===== src/rtl/apb_spi_csr.sv =====
// APB register block for an SPI master: descriptor TX queue, RX queue,
// outstanding-transfer tracking and a level interrupt.
module apb_spi_csr #(
  parameter int          TXQ_DEPTH  = 4,
  parameter int          RXQ_DEPTH  = 4,
  parameter logic [7:0]  CLKDIV_RST = 8'h04
) (
  input  logic        pclk_i,
  input  logic        prst_i,
  input  logic [31:0] paddr_i,
  input  logic        psel_i,
  input  logic        penable_i,
  input  logic        pwrite_i,
  input  logic [31:0] pwdata_i,
  output logic [31:0] prdata_o,
  output logic        pready_o,
  output logic        pslverr_o,
  output logic [31:0] stream_data_o,
  output logic        stream_data_vld_o,
  input  logic        stream_data_rdy_i,
  input  logic [31:0] spi_data_rx_i,
  input  logic        spi_data_rx_vld_i,
  input  logic        eot_i,
  output logic [7:0]  spi_clk_div_o,
  output logic        irq_o
);

  localparam int TAW = $clog2(TXQ_DEPTH);
  localparam int TCW = TAW + 1;
  localparam int RAW = $clog2(RXQ_DEPTH);
  localparam int RCW = RAW + 1;

  logic [3:0]  cmd_q, addr_q;
  logic [7:0]  len_q, clkdiv_q;
  logic [15:0] wdata_q;
  logic [2:0]  irq_en_q, irq_stat_q, irq_set, irq_clr;
  logic [3:0]  outst_q;

  logic [31:0]    tx_mem [TXQ_DEPTH];
  logic [TAW-1:0] tx_wp, tx_rp;
  logic [TCW-1:0] tx_cnt;
  logic [31:0]    rx_mem [RXQ_DEPTH];
  logic [RAW-1:0] rx_wp, rx_rp;
  logic [RCW-1:0] rx_cnt;

  logic acc, wr, rd;
  logic [3:0] sel;
  logic s_cmd, s_addr, s_len, s_wdata, s_rdata;
  logic s_ctrl, s_stat, s_irqen, s_irqs, mapped;
  logic start_req, tx_full, tx_empty, tx_push, tx_pop;
  logic rx_full, rx_empty, rx_push, rx_pop, rx_ovf;
  logic [31:0] status, rdata;
  logic unused_ok;

  assign pready_o = 1'b1;
  assign acc = psel_i & penable_i & pready_o;
  assign wr  = acc & pwrite_i;
  assign rd  = acc & ~pwrite_i;
  assign sel = paddr_i[5:2];

  assign s_cmd   = (sel == 4'd0);
  assign s_addr  = (sel == 4'd1);
  assign s_len   = (sel == 4'd2);
  assign s_wdata = (sel == 4'd3);
  assign s_rdata = (sel == 4'd4);
  assign s_ctrl  = (sel == 4'd5);
  assign s_stat  = (sel == 4'd6);
  assign s_irqen = (sel == 4'd7);
  assign s_irqs  = (sel == 4'd8);
  assign mapped  = |{s_cmd, s_addr, s_len, s_wdata, s_rdata,
                     s_ctrl, s_stat, s_irqen, s_irqs};

  assign start_req = wr & s_ctrl & pwdata_i[0];
  assign tx_full   = (tx_cnt == TCW'(TXQ_DEPTH));
  assign tx_empty  = (tx_cnt == '0);
  assign tx_push   = start_req & ~tx_full;
  assign tx_pop    = ~tx_empty & stream_data_rdy_i;

  // A full RX queue still accepts a word when the head leaves this cycle
  assign rx_full  = (rx_cnt == RCW'(RXQ_DEPTH));
  assign rx_empty = (rx_cnt == '0);
  assign rx_pop   = rd & s_rdata & ~rx_empty;
  assign rx_push  = spi_data_rx_vld_i & (~rx_full | rx_pop);
  assign rx_ovf   = spi_data_rx_vld_i & rx_full & ~rx_pop;

  assign pslverr_o = acc & (~mapped | (start_req & tx_full) |
                            (rd & s_rdata & rx_empty));

  assign stream_data_vld_o = ~tx_empty;
  assign stream_data_o     = tx_mem[tx_rp];
  assign spi_clk_div_o     = clkdiv_q;
  assign irq_o             = |(irq_stat_q & irq_en_q);

  assign irq_set = {tx_pop & ~tx_push & (tx_cnt == TCW'(1)), rx_ovf, eot_i};
  assign irq_clr = (wr & s_irqs) ? pwdata_i[2:0] : 3'b000;

  assign status = {6'b0, rx_empty, tx_full, 8'(rx_cnt), 8'(tx_cnt),
                   outst_q, 3'b0, |outst_q};

  always_comb begin
    rdata = '0;
    if (rd) begin
      unique case (1'b1)
        s_cmd:   rdata = {28'b0, cmd_q};
        s_addr:  rdata = {28'b0, addr_q};
        s_len:   rdata = {24'b0, len_q};
        s_wdata: rdata = {16'b0, wdata_q};
        s_rdata: rdata = rx_empty ? '0 : rx_mem[rx_rp];
        s_ctrl:  rdata = {16'b0, clkdiv_q, 8'b0};
        s_stat:  rdata = status;
        s_irqen: rdata = {29'b0, irq_en_q};
        s_irqs:  rdata = {29'b0, irq_stat_q};
        default: rdata = '0;
      endcase
    end
  end
  assign prdata_o = rdata;

  always_ff @(posedge pclk_i or posedge prst_i) begin
    if (prst_i) begin
      cmd_q      <= '0;
      addr_q     <= '0;
      len_q      <= '0;
      wdata_q    <= '0;
      clkdiv_q   <= CLKDIV_RST;
      irq_en_q   <= '0;
      irq_stat_q <= '0;
    end else begin
      if (wr & s_cmd)   cmd_q    <= pwdata_i[3:0];
      if (wr & s_addr)  addr_q   <= pwdata_i[3:0];
      if (wr & s_len)   len_q    <= pwdata_i[7:0];
      if (wr & s_wdata) wdata_q  <= pwdata_i[15:0];
      if (wr & s_ctrl)  clkdiv_q <= pwdata_i[15:8];
      if (wr & s_irqen) irq_en_q <= pwdata_i[2:0];
      irq_stat_q <= (irq_stat_q & ~irq_clr) | irq_set;
    end
  end

  always_ff @(posedge pclk_i or posedge prst_i) begin
    if (prst_i) begin
      outst_q <= '0;
    end else if (tx_pop & ~eot_i) begin
      if (outst_q != 4'hF) outst_q <= outst_q + 4'd1;
    end else if (eot_i & ~tx_pop) begin
      if (outst_q != 4'h0) outst_q <= outst_q - 4'd1;
    end
  end

  always_ff @(posedge pclk_i or posedge prst_i) begin
    if (prst_i) begin
      tx_wp  <= '0;
      tx_rp  <= '0;
      tx_cnt <= '0;
      rx_wp  <= '0;
      rx_rp  <= '0;
      rx_cnt <= '0;
    end else begin
      if (tx_push) tx_wp <= tx_wp + TAW'(1);
      if (tx_pop)  tx_rp <= tx_rp + TAW'(1);
      tx_cnt <= tx_cnt + TCW'(tx_push) - TCW'(tx_pop);
      if (rx_push) rx_wp <= rx_wp + RAW'(1);
      if (rx_pop)  rx_rp <= rx_rp + RAW'(1);
      rx_cnt <= rx_cnt + RCW'(rx_push) - RCW'(rx_pop);
    end
  end

  always_ff @(posedge pclk_i) begin
    if (tx_push) tx_mem[tx_wp] <= {cmd_q, addr_q, len_q, wdata_q};
    if (rx_push) rx_mem[rx_wp] <= spi_data_rx_i;
  end

  assign unused_ok = ^{paddr_i[31:6], paddr_i[1:0], pwdata_i[31:16]};

endmodule


===== config.mk =====
export PLATFORM = sky130hd
export DESIGN_NAME = apb_spi_csr
export DESIGN_NICKNAME = d
export VERILOG_FILES = /design/src/rtl/apb_spi_csr.sv
export SDC_FILE = /design/constraint.sdc
export NUM_CORES = 1
export LEC_CHECK = 0
export BUFFER_PORTS_ARGS = -buffer_cell sky130_fd_sc_hd__buf_2
export CORE_ASPECT_RATIO = 1.75
export CORE_UTILIZATION = 52
export DETAILED_ROUTE_END_ITERATION = 10
export PLACE_DENSITY = 0.81
export SYNTH_ARGS = -nofsm -noshare
export SYNTH_HDL_FRONTEND = slang
export SYNTH_SLANG_ARGS = --single-unit

===== constraint.sdc =====
create_clock -name pclk_i -period 2.4 [get_ports pclk_i]
set_input_delay 0.12 -clock pclk_i [delete_from_list [all_inputs] [get_ports pclk_i]]
set_output_delay 0.12 -clock pclk_i [all_outputs]
set_load 0.01 [all_outputs]

==> metrics.txt, run 1 <==
status complete, but fails checks; failing checks negative setup slack; Ys Warns 0; layout overhead on the synthesized area 21.65%; final worst setup slack -0.01319 ns; core box area 0.02453 mm²; Routed WL per cell 21.58 µm; maximum vdd ir drop 0.6693 mV; crit path capture type primary output; Ant. Diodes 0; clock sinks 320; die width 121.3 µm; Fmax between 400 and 500 MHz; DRC Markers 0; clk slew on worst S/H paths 0.07 ns; delay of the slowest cell on the worst path 0.51 ns; Tcrit/Tclk final 100.5%; CP top delay family multiplexers; critical path cell sequence buf_12 > mux4_2 > a222oi_1 > nor2_1 > buf_2; switching share of total power 27.09%; WP data arrival 2.29 ns; Die Y 210.7 µm; Final setup viols 1; leakage power 5.886 nW; I/O pin count 180; Clock power frac 26.3%; total of max-cap violations 0; Adder-Cell Fraction of Synth Area between 1.5 and 2%; vias in the first global route 7486; GP Congestion ~0.86; Final min period 2.413 ns; RR Startpoint tx_cnt[2]; Rel. slew slack between 40% and 50%; FFs w/ async S/R, synth 20.00%; Simple-Gate Fraction of Synth Area 4.137%; mapped cell area 0.01294 mm²; Reg power frac between 40% and 50%; power density cells 947.3 mW/mm²; CTS Buf Count 26; Compound-Gate Fraction of Synth Area 3.006%; Post-Route WL about 27000 µm; Synth cell types between 50 and 60; post-synthesis mux area share between 15 and 20%; RSZ-0062 raised after global routing true; share of layout cells above drive strength 1 between 40 and 50%; port bufs roughly 130; Psw 4.041 mW; CP startpoint kind flip-flop; setup TNS -0.01319 ns; post-synthesis cell count 666; Slew @ Worst Pin 0.8215 ns; Synth Area in XOR/XNOR 0.8119%; Syn Area/Cell 19.44 µm²; Fin Clk Skew 0.01139 ns; TritonRoute pass-1 iters 6; antenna violations before repair 0; Pint between 10 and 15 mW; Hold Vio Cnt, Final 0; initial DRC count 324; largest net degree at the start of global routing 34; combinational family with the most area after synthesis multiplexers; commonest register cell after synthesis edfxtp_1; syn nets just under 800; Final Instance Count excl. Fillers 1235; Max clock buf depth 3; Final #Nets 1025; total gr overflow 0; combinational power share 25.3%; final hold slack 0.1598 ns; worst hold path class input port to flip-flop; routed vias just over 7000; WP buf/inv 2; clock latency on the worst-skew pair 0.54 ns; Starting Density a little over half; Routed Antenna Nets 0; Die ar. 0.02555 mm²; first-pass GRT wire length 40640 µm; Worst Path Required 2.28 ns; CP startpoint rx_rp[0]; Cells after DPL 1122; slowest library cell on the worst path mux4_2; GRT Util Overall between 20% and 30%; Setup WS pre-CTS -0.03357 ns; TritonCTS clock tree yes; register bit total from synthesis 320; DP Wirelength 17560 µm; Slew Viols, Final 0; leading cell type in the layout, fill and taps excluded edfxtp_1; sequential share of the synthesized area 71.77%; number of flops mapped to enable cells by yosys approximately 260; Setup CP Type flip-flop to primary output; FP Rows 76; Hold Crit Start paddr_i[5]; Worst Path Max Fanout 11; Design Power 14.92 mW; most frequent cells in the layout 256 x edfxtp_1, 134 x buf_2, 64 x mux4_2, 58 x dfrtp_1, 53 x dlygate4sd3_1; clock root buffer clkbuf_16; Via density 5.751; H-tree depth 1
-- routing by layer --
| layer | vias up | routed length [µm] | track usage [%] | share of wire [%] |
|---|---|---|---|---|
| li1 | 3145 | - | - | - |
| met1 | 3619 | 9146 | 22.76 | 34 |
| met2 | 257 | 14850 | 39.86 | 56 |
| met3 | 81 | 1313 | 3.375 | 4.9 |
| met4 | 0 | 1348 | 11.49 | 5.1 |
| met5 | - | 0 | 0 | 0 |
-- final cells by class --
type / instances / area, µm²
clock inverter: 12 / 76.32
multi-input combinational: 290 / 3446
fill: 1690 / 8786
tap: 312 / 390.4
clock buffer: 36 / 708.2
sequential: 320 / 9296
timing repair buffer: 245 / 1748
inverter: 20 / 82.58
-- synthesized netlist by cell type, types with 2 or more instances --
library cell,count,area (µm²)
buf_4,3,22.52
mux4_2,64,1441
mux2i_1,2,20.02
or4b_2,2,20.02
xor2_1,2,17.52
and3b_1,3,26.28
a22oi_1,6,45.04
nor3b_1,2,15.01
a32o_1,2,20.02
a222oi_1,13,130.1
a21o_1,6,45.04
or4_1,2,15.01
nand4b_1,2,17.52
and3_1,8,50.05
clkbuf_1,16,60.06
fa_1,3,60.06
buf_2,11,55.05
edfxtp_1,256,7687
xnor2_1,10,87.58
nand3_1,7,35.03
a221oi_1,3,26.28
inv_1,19,71.32
and2_1,18,112.6
dfrtp_1,63,1577
o22ai_1,2,12.51
mux2_2,39,439.2
buf_6,6,67.56
or3_1,2,12.51
mux2_4,11,165.2
a21oi_1,7,35.03
nand2_1,14,52.55
nor2b_1,2,12.51
o21ai_0,3,15.01
ha_1,15,187.7
nor2_1,22,82.58
-- tightest hold or removal path, delay by kind of cell --
family,cells,cell delay [ns]
buf+inv,2,0.21
xor+xnor,1,0.05
simple gates,2,0.28
-- repair_timing --
| action | in CTS | in global routing |
|---|---|---|
| pin swaps | 1 | 6 |
| setup endpoints to repair | 14 | 21 |
| cloned | 0 | 0 |
| hold buffers | 53 | 0 |
| gates resized for setup | 6 | 9 |
| buffers inserted | 7 | 5 |
| endpoints found under the hold margin | 195 | 0 |
-- registers in the layout, summed over array words and instances, names as in the netlist, 3 cells and up --
signal and flops:
rx_mem 128, tx_mem 128, wdata_q 16, len_q 8
spi_clk_div_o 8, addr_q 4, cmd_q 4, outst_q 4
irq_en_q 3, irq_stat_q 3, rx_cnt 3, tx_cnt 3
-- per-stage QoR --
| stage | area (µm²) | utilization [%] |
|---|---|---|
| 2_1_floorplan | 12970 | - |
| 3_3_place_gp | 14280 | 58.21 |
| 3_5_place_dp | 14280 | 58.21 |
| 4_1_cts | 15680 | 63.90 |
| 5_1_grt | 15750 | 64.19 |
| 6_report | 15750 | 64.19 |
-- worst paths after layout --
path	endpoint	slack [ns]	cells past startpoint
max	prdata_o[13]	-0.01	5
min	rx_rp[0]	0.16	5
max reg2reg	outst_q[3]	0.05	9
min reg2reg	spi_clk_div_o[4]	0.56	1
max in group asynchronous	rx_cnt[2]	1.45	4
min in group asynchronous	wdata_q[10]	0.17	3
-- logic make-up (layout without fill, tap and decap cells) --
kind of cell    after synthesis  in the layout
xor+xnor                     12             12
simple gates                 93             93
compound gates               49             49
flops                       320            320
mux                         117            117
other cells                   1              1
buf+inv                      56            313
fa+ha+maj                    18             18
-- power groups by stage --
stage                     clock [mW]  combinational (mW)  sequential, mW
after floorplan                    0                2.39            7.18
after global placement             0                3.52            7.30
after detailed placement           0                3.58            7.35
after CTS                       4.00                3.77            7.22
after global routing            4.19                4.09            7.30
final                           3.92                3.77            7.23
(Power assumes the default switching activity.)
==> run 2: changes to the inputs <==
CORE_UTILIZATION = 45   (was 52)
CTS_BUF_LIST = sky130_fd_sc_hd__clkbuf_16   (was unset)
PLACE_DENSITY = 0.73   (was 0.81)
==> run 2 against run 1 <==
  * The run now ends clean
  * Wire length increased by 0.93%
  * Via count shrank 2.5%
  * Fmax increased by 1.7%
  * Sequential power hardly changed
  * Clock skew is 0.017 ns higher
  * First-iteration DRC count is 16% higher
  * Sequential cell count unchanged
  * Die area increased by 15%
  * Worst setup slack better by 0.040 ns
  * Critical path depth rose by 4
==> metrics.txt, run 2 (same netlist as run 1, synthesis figures left out) <==
status finished, final reports clean; total gr overflow 0 (unchanged); CP startpoint kind flip-flop; Rel. slew slack 64.87% (+20 points); Post-Route WL 26900 µm (+0.93%); power density cells 958.7 mW/mm² (+1.2%); clk slew on worst S/H paths 0.07 ns (about the same); M2 GR Usage 34.78% (-5.1 points); Setup CP Type flip-flop to flip-flop; GP Congestion 0.8747 (+1.9%); WP data arrival 2.84 ns (+0.55 ns); leakage power 5.935 nW (+0.84%); Final Instance Area 0.01592 mm² (+1.1%); Cells after DPL 1179 (+5.1%); first-pass GRT wire length 41230 µm (+1.5%); Fin Clk Skew 0.02842 ns (+0.01703 ns); FP Rows 81 (+6.6%); routed vias 6927 (-2.5%); Final setup viols 0 (-1); core box area 0.02807 mm² (+14%); die width 130.2 µm (+7.4%); Final min period 2.373 ns (-0.04047 ns); critical path cell sequence or3_4 > and2_4 > ha_4 > inv_4 > ha_1 > a21o_1 > a21o_1 > or4_1 > nand3_1; Final #Nets 1018 (-0.68%); I/O pin count 180 (unchanged); delay of the slowest cell on the worst path 0.41 ns (-0.10 ns); Slew @ Worst Pin 0.5242 ns (-0.2974 ns); RR Startpoint tx_cnt[1]; met1 Use GR 20.58% (-2.2 points); Min-Delay Path Depth 5 (unchanged); Via density 5.374 (-6.6%); WP buf/inv 1 (-1); leading cell type in the layout, fill and taps excluded edfxtp_1; DRC Markers 0 (unchanged); DP Wirelength 17680 µm (+0.69%); FF-to-FF End outst_q[3]; Largest regs rx_mem: 128 flops, tx_mem: 128 flops, wdata_q: 16 flops; GRT Util Overall 18.88% (-2.5 points); TritonCTS clock tree yes; Starting Density 46.11% (-6.7 points); Slew Viols, Final 0 (unchanged); Worst Path Max Fanout 5 (-6); Die ar. 0.02948 mm² (+15%); CTS Buf Count 26 (unchanged); port bufs 134 (unchanged); Routed WL per cell 20.87 µm (-3.3%); layout overhead on the synthesized area 22.97%; vias in the first global route 7424 (-0.83%); clock sinks 320 (unchanged); Tcrit/Tclk final 98.86% (-1.7 points); H-tree depth 1 (unchanged); Max clock buf depth 3 (unchanged); worst hold path class input port to flip-flop; TritonRoute pass-1 iters 5 (-1); clock latency on the worst-skew pair 0.56 ns (+0.02 ns); total of max-cap violations 0 (unchanged); crit path capture type flip-flop; Final Instance Count excl. Fillers 1289 (+4.4%); R2R depth 9 (unchanged); slowest library cell on the worst path or4_1; antenna violations before repair 0 (unchanged); Ant. Diodes 0 (unchanged); Design Power 15.26 mW (+2.3%); GR peak layer met2; Critical Path Most Common Cell a21o_1; CP top delay family simple AND/OR/NAND/NOR gates; Hold Vio Cnt, Final 0 (unchanged); initial DRC count 377 (+16%); met3 Resource Use GR 3.823% (+0.45 points); clock root buffer clkbuf_16; Hold Crit Start paddr_i[2]; Routed Antenna Nets 0 (unchanged); worst reg2reg setup slack 0.03 ns (-0.02 ns); share of layout cells above drive strength 1 39.96% (-0.78 points); Fmax 421.5 MHz (+1.7%); hold endpoint rx_rp[0]; maximum vdd ir drop 0.8097 mV (+21%); most frequent cells in the layout 256 x edfxtp_1, 134 x buf_2, 64 x mux4_2, 59 x dfrtp_1, 53 x dlygate4sd3_1; largest net degree at the start of global routing 44 (+29%); RSZ-0062 raised after global routing true; Die Y 226.4 µm (+7.4%); Post-DP Area 0.01439 mm² (+0.73%); Worst Path Required 2.87 ns (+0.59 ns); final hold slack 0.1691 ns (+0.009230 ns)
run 2: cell count changes in the layout (fill, tap and decap cells not counted), sizes merged:
cell	delta
bufinv	+3
bufbuf	+1
clkinv	+3
clkinvlp	-1
clkbuf	-10
inv	+5
buf	-8
run 2: cell type report:
| class | count | area [µm²] |
|---|---|---|
| multi-input combinational | 290 | 3441 |
| clock buffer | 26 | 650.6 |
| clock inverter | 22 | 197.7 |
| timing repair buffer | 238 | 1784 |
| fill | 2094 | 12160 |
| sequential | 320 | 9295 |
| inverter | 20 | 82.58 |
| tap | 373 | 466.7 |
run 2: how the worst max path moves through the flow:
| stage | start | endpoint | slack (ns) | cells past startpoint |
|---|---|---|---|---|
| floorplan | paddr_i[2] | rx_cnt[2] | 0.001 | 12 |
| global placement | paddr_i[5] | rx_cnt[2] | 0.01 | 12 |
| detailed placement | paddr_i[5] | rx_cnt[2] | -0.01 | 12 |
| CTS | rx_rp[0] | prdata_o[2] | 0.004 | 5 |
| global route | rx_rp[0] | prdata_o[2] | -0.03 | 5 |
| finish | tx_cnt[1] | outst_q[3] | 0.03 | 9 |
run 2: tightest hold or removal path: stages:
cell and delay [ns]:
buf_2 0.09, or4b_4 0.15, or3_4 0.14, buf_4 0.11, xnor2_1 0.06
run 2: timing repair:
action                                  CTS  global route
buffers inserted                          0             8
hold buffers                             53             0
endpoints found under the hold margin   197             0
endpoints found under the setup margin    9            18
pin swaps                                 1             1
gates resized for setup                   4             7
cloned                                    1             0
run 2: metal layers:
metal | part of all wire (%) | vias up
met1 | 36 | 3533
met5 | 0 | -
met2 | 54 | 211
met4 | 3.9 | 0
li1 | - | 3122
met3 | 6.2 | 61
run 2: report_power, final:
group	internal [mW]	switching, mW	leakage (nW)	total (mW)
sequential	6.79	0.423	3.15	7.22
combinational	2.05	1.79	2.35	3.84
clock	2.31	1.90	0.431	4.21
run 2: through the flow:
stage	utilization [%]	setup WS (ns)	setup TNS, ns
detailed placement	51.24	-0.01198	-0.02240
CTS	56.34	0.004205	0
finish	56.70	0.02728	0
floorplan	-	0.0009726	0
global placement	51.24	0.01178	0
global route	56.70	-0.03465	-0.2335
